[config.mk]
export PLATFORM = sky130hd
export DESIGN_NAME = wu_fetch
export DESIGN_NICKNAME = d
export VERILOG_FILES = /design/src/rtl/wu_fetch_pkg.sv /design/src/rtl/wu_fetch_pc.sv /design/src/rtl/wu_fetch.sv
export SDC_FILE = /design/constraint.sdc
export NUM_CORES = 1
export LEC_CHECK = 0
export CAP_MARGIN = 5
export CORE_MARGIN = 2
export CORE_UTILIZATION = 30
export DETAILED_ROUTE_END_ITERATION = 7
export PLACE_DENSITY_LB_ADDON = 0.25
export SLEW_MARGIN = 20
export SYNTH_ARGS = -nofsm -noshare
export SYNTH_HDL_FRONTEND = slang
export SYNTH_HIERARCHICAL = 1
export SYNTH_SLANG_ARGS = --single-unit
[constraint.sdc]
create_clock -name clk -period 2.9 [get_ports clk]
set_clock_uncertainty 0.1 [all_clocks]
set_input_delay 0.725 -clock clk [delete_from_list [all_inputs] [get_ports clk]]
set_output_delay 0.725 -clock clk [all_outputs]
set_load 0.005 [all_outputs]
[src/rtl/wu_fetch_pkg.sv]
// wu_fetch_pkg: shared state encoding and default widths for the
// work-unit fetch stage (wu_fetch) and its program counter (wu_fetch_pc).
package wu_fetch_pkg;

    // Instruction address width of the manager WU memory.
    localparam int WU_FETCH_ADDR_WIDTH     = 10;
    // Remaining-passes counter width (WU_FETCH_LOOP_EN builds only).
    localparam int WU_FETCH_LOOP_CNT_WIDTH = 8;

    typedef enum logic [1:0] {
        WUF_IDLE  = 2'd0,
        WUF_FETCH = 2'd1,
        WUF_DONE  = 2'd2
    } wuf_state_e;

endpackage

[src/rtl/wu_fetch_pc.sv]
// wu_fetch_pc: program counter for the WU fetch stage.
// Ports: load (latch start/end), step (advance after an unstalled read),
//   pc (current address), last (pc is the final address of the program).
// With WU_FETCH_LOOP_EN defined: clear, loop_count, and a reload of the
//   start address for each extra pass.
module wu_fetch_pc
    import wu_fetch_pkg::*;
#(
    parameter int ADDR_WIDTH     = WU_FETCH_ADDR_WIDTH
`ifdef WU_FETCH_LOOP_EN
    ,
    parameter int LOOP_CNT_WIDTH = WU_FETCH_LOOP_CNT_WIDTH
`endif
) (
    input  logic                      clk,
    input  logic                      reset_poweron,
    input  logic                      load,
    input  logic                      step,
`ifdef WU_FETCH_LOOP_EN
    input  logic                      clear,
    input  logic [LOOP_CNT_WIDTH-1:0] loop_count,
`endif
    input  logic [ADDR_WIDTH-1:0]     start_addr,
    input  logic [ADDR_WIDTH-1:0]     end_addr,
    output logic [ADDR_WIDTH-1:0]     pc,
    output logic                      last
);

    logic [ADDR_WIDTH-1:0] pc_q, pc_d;
    logic [ADDR_WIDTH-1:0] end_q, end_d;
    logic                  at_end;

    assign at_end = (pc_q == end_q);
    assign pc     = pc_q;

`ifdef WU_FETCH_LOOP_EN
    logic [ADDR_WIDTH-1:0]     base_q, base_d;
    logic [LOOP_CNT_WIDTH-1:0] rem_q, rem_d;

    assign last = at_end && (rem_q == '0);
`else
    assign last = at_end;
`endif

    always_comb begin
        pc_d  = pc_q;
        end_d = end_q;
`ifdef WU_FETCH_LOOP_EN
        base_d = base_q;
        rem_d  = rem_q;
`endif
        if (load) begin
            pc_d  = start_addr;
            end_d = end_addr;
`ifdef WU_FETCH_LOOP_EN
            base_d = start_addr;
            rem_d  = loop_count;
`endif
        end else if (step && !at_end) begin
            pc_d = pc_q + 1'b1;
        end
`ifdef WU_FETCH_LOOP_EN
        else if (step && !last) begin
            // Wrap back for another pass with no bubble.
            pc_d  = base_q;
            rem_d = rem_q - 1'b1;
        end
        if (clear) begin
            rem_d = '0;
        end
`endif
        // On the final address pc holds, so it never wraps past the top.
    end

    always_ff @(posedge clk or negedge reset_poweron) begin
        if (!reset_poweron) begin
            pc_q  <= '0;
            end_q <= '0;
`ifdef WU_FETCH_LOOP_EN
            base_q <= '0;
            rem_q  <= '0;
`endif
        end else begin
            pc_q  <= pc_d;
            end_q <= end_d;
`ifdef WU_FETCH_LOOP_EN
            base_q <= base_d;
            rem_q  <= rem_d;
`endif
        end
    end

endmodule

[src/rtl/wu_fetch.sv]
// wu_fetch: work-unit instruction fetch stage; walks start..end (inclusive),
// one read per unstalled cycle, reports busy and a one-cycle done pulse.
// Inputs: start/start_addr/end_addr/abort from the controller, stall from
//   the memory stage. Outputs (all registered): addr, read, busy, done.
// Optional WU_FETCH_LOOP_EN adds mcntl__wuf__loop_count (extra passes).
module wu_fetch
    import wu_fetch_pkg::*;
#(
    parameter int ADDR_WIDTH     = WU_FETCH_ADDR_WIDTH
`ifdef WU_FETCH_LOOP_EN
    ,
    parameter int LOOP_CNT_WIDTH = WU_FETCH_LOOP_CNT_WIDTH
`endif
) (
    input  logic                      clk,
    input  logic                      reset_poweron,
    input  logic                      mcntl__wuf__start,
    input  logic [ADDR_WIDTH-1:0]     mcntl__wuf__start_addr,
    input  logic [ADDR_WIDTH-1:0]     mcntl__wuf__end_addr,
    input  logic                      mcntl__wuf__abort,
`ifdef WU_FETCH_LOOP_EN
    input  logic [LOOP_CNT_WIDTH-1:0] mcntl__wuf__loop_count,
`endif
    input  logic                      wum__wuf__stall,
    output logic [ADDR_WIDTH-1:0]     wuf__wum__addr,
    output logic                      wuf__wum__read,
    output logic                      wuf__mcntl__busy,
    output logic                      wuf__mcntl__done
);

    wuf_state_e            state_q, state_d;
    logic [ADDR_WIDTH-1:0] addr_q, addr_d;
    logic                  read_q, read_d;
    logic                  busy_q, busy_d;
    logic                  done_q, done_d;
    logic                  pc_load, pc_step, pc_last;
    logic [ADDR_WIDTH-1:0] pc;

    wu_fetch_pc #(
        .ADDR_WIDTH     (ADDR_WIDTH)
`ifdef WU_FETCH_LOOP_EN
        ,
        .LOOP_CNT_WIDTH (LOOP_CNT_WIDTH)
`endif
    ) u_pc (
        .clk           (clk),
        .reset_poweron (reset_poweron),
        .load          (pc_load),
        .step          (pc_step),
`ifdef WU_FETCH_LOOP_EN
        .clear         (mcntl__wuf__abort),
        .loop_count    (mcntl__wuf__loop_count),
`endif
        .start_addr    (mcntl__wuf__start_addr),
        .end_addr      (mcntl__wuf__end_addr),
        .pc            (pc),
        .last          (pc_last)
    );

    always_comb begin
        state_d = state_q;
        addr_d  = addr_q;
        read_d  = 1'b0;
        pc_load = 1'b0;
        pc_step = 1'b0;
        if (mcntl__wuf__abort) begin
            state_d = WUF_IDLE;
        end else begin
            unique case (state_q)
                WUF_IDLE: begin
                    if (mcntl__wuf__start) begin
                        pc_load = 1'b1;
                        if (mcntl__wuf__start_addr <= mcntl__wuf__end_addr)
                            state_d = WUF_FETCH;
                        else
                            state_d = WUF_DONE;
                    end
                end
                WUF_FETCH: begin
                    if (!wum__wuf__stall) begin
                        read_d  = 1'b1;
                        addr_d  = pc;
                        pc_step = 1'b1;
                        if (pc_last)
                            state_d = WUF_DONE;
                    end
                end
                WUF_DONE: state_d = WUF_IDLE;
                default:  state_d = WUF_IDLE;
            endcase
        end
        // Busy covers the final read cycle; done lags DONE entry by one
        // edge so it lands the cycle after the last read.
        busy_d = (state_d == WUF_FETCH) ||
                 ((state_q == WUF_FETCH) && (state_d == WUF_DONE));
        done_d = (state_q == WUF_DONE);
    end

    always_ff @(posedge clk or negedge reset_poweron) begin
        if (!reset_poweron) begin
            state_q <= WUF_IDLE;
            addr_q  <= '0;
            read_q  <= 1'b0;
            busy_q  <= 1'b0;
            done_q  <= 1'b0;
        end else begin
            state_q <= state_d;
            addr_q  <= addr_d;
            read_q  <= read_d;
            busy_q  <= busy_d;
            done_q  <= done_d;
        end
    end

    assign wuf__wum__addr   = addr_q;
    assign wuf__wum__read   = read_q;
    assign wuf__mcntl__busy = busy_q;
    assign wuf__mcntl__done = done_q;

endmodule
# Word level (Yosys, flattened, before mapping)
# Cells that the tools add are included.
# Widths: inputs -> output; s select.
classes:
  add_sub_neg: 1
  n_lt_le_gt_ge: 1
  n_eq_ne: 5
  muxes: 14
  n_bitwise: 2
  reduce_logical: 7
ops:
  columns: ["cell", "count"]
  rows:
  - ["$mux 10", 2]
  - ["$add 10x1->10 const B", 1]
  - ["$eq 10x10->1", 1]
  - ["$le 10x10->1", 1]
  - ["$mux 2", 5]
  - ["$mux 1", 6]
  - ["$eq 2x1->1 const B", 2]
  - ["$eq 2x2->1 const B", 2]
  - ["$pmux 2 s2", 1]
  - ["$reduce_and 3->1", 1]
  - ["$logic_and 1x1->1", 2]
  - ["$logic_not 2->1", 1]
  - ["$not 1->1", 2]
  - ["$reduce_bool 2->1", 1]
  - ["$logic_not 1->1", 1]
  - ["$logic_or 1x1->1", 1]
totals:
  ff_bits: 35
  inputBits: 25
  out_inout_bits: 13
  wordCells: 37

# Depth between registers and ports, before layout
depth:
  depth_word: 8
  depth_mapped: 9
  depth_no_buf: 8

# By module
# Netlist, hierarchy kept.
modules_own_cells:
  columns: ["module", "instances", "cells_per_inst", "area_per_inst_um2", "seq_area_each_um2"]
  rows:
  - ["wu_fetch_pc", 1, 105, 1097.3, 500.5]
  - ["wu_fetch", 1, 74, 888.4, 375.4]

# Worst setup path after synthesis
# OpenSTA, ideal clock, no wires.
synth_timing:
  path_kind: "in2reg"
  start: "input mcntl__wuf__abort"
  end: "register u_pc.pc_q[9] (netlist: u_pc/pc[9])"
  setup_ns: 0.126
  arrival_ns: 2.181
  path_slack_ns: 0.493
  cell_stages: 9
  cell_sequence: "nor2_1 nand2_1 nor2_2 buf_4 inv_1 nor2_1 nand3_1 or2b_1 a221o_1"
synth_via:
  elab_chain_len: 3
synth_rtl:
  columns: ["element", "line", "text"]
  rows:
  - ["start: declaration", "wu_fetch.sv:20", "input logic mcntl__wuf__abort,"]
  - ["$mux 1", "wu_fetch.sv:66", "if (mcntl__wuf__abort) begin"]
  - ["named net pc_step", "wu_fetch.sv:36", "logic pc_load, pc_step, pc_last;"]
  - ["$logic_and 1x1->1", "wu_fetch_pc.sv:59", "end else if (step && !at_end) begin"]
  - ["$reduce_bool 2->1 (no line)", null, null]
  - ["end signal: assignment", "wu_fetch_pc.sv:84", "pc_q <= pc_d;"]
  - ["end: declaration", "wu_fetch_pc.sv:29", "logic [ADDR_WIDTH-1:0] pc_q, pc_d;"]
# The timed path passes the listed nets, and every way through them passes these cells.
# A chain may end at the register's enable or synchronous reset.

# Final worst setup path
layout_timing:
  start: "input mcntl__wuf__abort"
  end: "register u_pc.pc_q[5] (netlist: u_pc/pc[5])"
layout_via:
  elab_chain_len: 3
layout_rtl:
  columns: ["element", "line"]
  rows:
  - ["$mux 1", "wu_fetch.sv:66"]
  - ["$logic_and 1x1->1", "wu_fetch_pc.sv:59"]
  - ["$reduce_bool 2->1 (no line)", null]
# Parallel ways exist; a longest one is shown, timed or not.

==> metrics <==
Inserted Clock Buffers 5; WHS Endpoint wuf__wum__addr[7]; Leak between 1 and 1.5 nW; Synth cell types approximately 50; Setup WS post-layout ~0.39 ns; RSZ-0062 raised after global routing no; area grow syn2layout 29.0%; 1st-iter DRT viols 75; Post-DRT Antenna Nets 0; Crit. Startpoint mcntl__wuf__abort; CTS tree done; Hold Path Stages 1; wire length on met1 2.12 mm; fraction of registers with async set or reset after synthesis 100%; Primary FF master, synth dfrtp_1; status completed; row cnt 29; Root Buffer clkbuf_8; Initial Utilization between 30% and 40%; synthesis-stage register bit count 35; hold path start wuf__wum__addr[7]; Worst-Margin Slew 0.802 ns; r2r worst-path depth 9; post-synthesis adder-cell area fraction between 6 and 7%; WL per Instance 15.3 um; critical path class input port to flip-flop; CP startpoint kind input port; syn nets roughly 220; GRT Util Overall ~14%; period utilisation layout roughly 86%; core area 6390 um^2; Avg Cell Area, Syn about 11 um^2; setup TNS 0 ns; Mapped Cells ~180; Top Layer Used met4; clock buffer depth 2; gp weighted congestion approximately 0.85; DR WL met2 ~2.3 mm; DPL Wire Length approximately 3.6 mm; Critical R2R Launch state_q[1]; detailed-route via count ~1500; Compound-Gate Fraction of Synth Area 10.8%; PostCTS Resize Cnt 0; Slew Limit Fails 0; max-cap violations 0; Reg2Reg Setup Slack a little over 0.8 ns; Max Clock Freq between 300 and 400 MHz; layout cells sized above 1 18.6%; die area around 7300 um^2; final hold violations 0; vias in the first global route 1564; Die Ht 85.4 um; H-tree Lvls 2; WL final about 4.6 mm; Worst-Skew Late Latency around 0.28 ns; post-synthesis mux area share 11.3%; Via density approximately 5; Initial DRT Pass Iterations 4; Post-Synth XOR/XNOR Area between 4 and 5%; largest net degree at the start of global routing 36; commonest cells after routing, fill and taps aside 36 x clkdlybuf4s50_1, 35 x dfrtp_1, 14 x mux2_2; Min-Delay Path Class flip-flop to flip-flop; Antenna Cells 0; port bufs 37; Tmin final ~2.5 ns; WP data arrival 2.61 ns; Post-Syn Area between 1500 and 2000 um^2; die width between 80 and 90 um; cts hold-fix bufs 0; Clock Pin Slew Worst Setup and Hold Paths around 0.070 ns; IO Count 38; drt drc 0; most common cell after layout, fill and taps aside clkdlybuf4s50_1; fin nets between 200 and 300; total gr overflow 0; Worst slew margin 46.5%; RR Endpoint u_pc/pc[5]; PwrDens approximately 690 nW/um^2; Crit Path Max Fanout 4; global-route wire length before repair 7.89 mm; largest family of logic cells by synthesized area simple AND/OR/NAND/NOR gates; clock sinks 35; initial antenna violation count 0; DR WL met3 between 150 and 200 um; fraction of the mapped netlist area in simple logic gates between 10% and 20%; Post-synth EDFFs 0; Ys Warns 6; peak supply drop about 0.00030 V; Seq/Total Area, Yosys between 40% and 50%; post-CTS setup buffers 0; CP endpoint kind flip-flop; Req. time, crit path approximately 3.0 ns; dpl ws ~0.1 ns; # setup viols final 0
==> cell families after synthesis <==
kind of cell	count (synthesis)
compound gates	28
xor+xnor	11
fa+ha+maj	11
buf+inv	21
flops	35
mux	20
simple gates	53
==> how the worst max path moves through the flow <==
stage | depth (start not counted) | to
after floorplan | 9 | u_pc/pc[9]
after global placement | 9 | u_pc/pc[6]
after detailed placement | 9 | u_pc/pc[6]
after CTS | 10 | u_pc/pc[5]
after global routing | 9 | u_pc/pc[6]
final | 10 | u_pc/pc[5]
==> final cells by class <==
class	instances	area, um^2
tap	77	96.3
fill	660	3820
sequential	35	876
inverter	15	58.8
multi-input combinational	123	1000
timing repair buffer	45	425
clock buffer	8	100
==> flip-flops by register name, summed over array words and instances, names as in the netlist <==
signal / count
state_q: 2
wuf__mcntl__busy: 1
wuf__wum__addr: 10
u_pc/end_q: 10
wuf__mcntl__done: 1
wuf__wum__read: 1
u_pc/pc: 10
==> synthesized netlist by cell type, types with 2 or more instances <==
master	number	area share [%]
nand4_1	3	0.95
nand3_1	9	2.3
o21ai_0	5	1.3
or4_1	3	1.1
dfrtp_1	35	44
nand2_1	12	2.3
o211ai_1	4	1.5
mux2_1	6	3.4
a21oi_1	2	0.50
mux2_2	14	7.9
xnor2_1	10	4.4
inv_1	13	2.5
a31oi_1	3	0.95
and3_1	2	0.63
or3_1	3	0.95
nor2_1	5	0.95
nor2b_1	2	0.63
ha_1	11	6.9
and4_4	3	1.7
a21o_1	3	1.1
==> critical path: stages <==
cell	delay (ns)
clkdlybuf4s50_1	0.42
nor2_1	0.18
nand2_1	0.13
nor2_2	0.16
inv_1	0.10
nor2_1	0.16
buf_4	0.15
nand3_1	0.09
or4_1	0.41
o211ai_1	0.10
==> through the flow <==
stage	cell area [um^2]	total power (W)	util [%]	hold WS (ns)	instances
2_1_floorplan	1990	0.00109	-	0.329	179
3_3_place_gp	2460	0.00138	38.5	0.366	295
3_5_place_dp	2460	0.00139	38.5	0.379	295
4_1_cts	2560	0.00179	40.1	0.395	303
5_1_grt	2560	0.00189	40.1	0.413	303
6_report	2560	0.00176	40.1	0.386	303
==> metal layers <==
| metal | GRT usage (%) | vias up |
|---|---|---|
| li1 | - | 741 |
| met1 | 18.5 | 749 |
| met2 | 22.5 | 32 |
| met3 | 3.40 | 2 |
| met4 | 3.90 | 0 |
| met5 | 0 | - |
==> report_power, final <==
part	leakage, nW	total (W)	internal (W)	switching (W)
Sequential	0.426	0.000798	0.000650	0.000148
Clock	0.0515	0.000390	0.000217	0.000173
Combinational	0.637	0.000572	0.000368	0.000204
Total	1.11	0.00176	0.00123	0.000525
(Power assumes the default switching activity.)
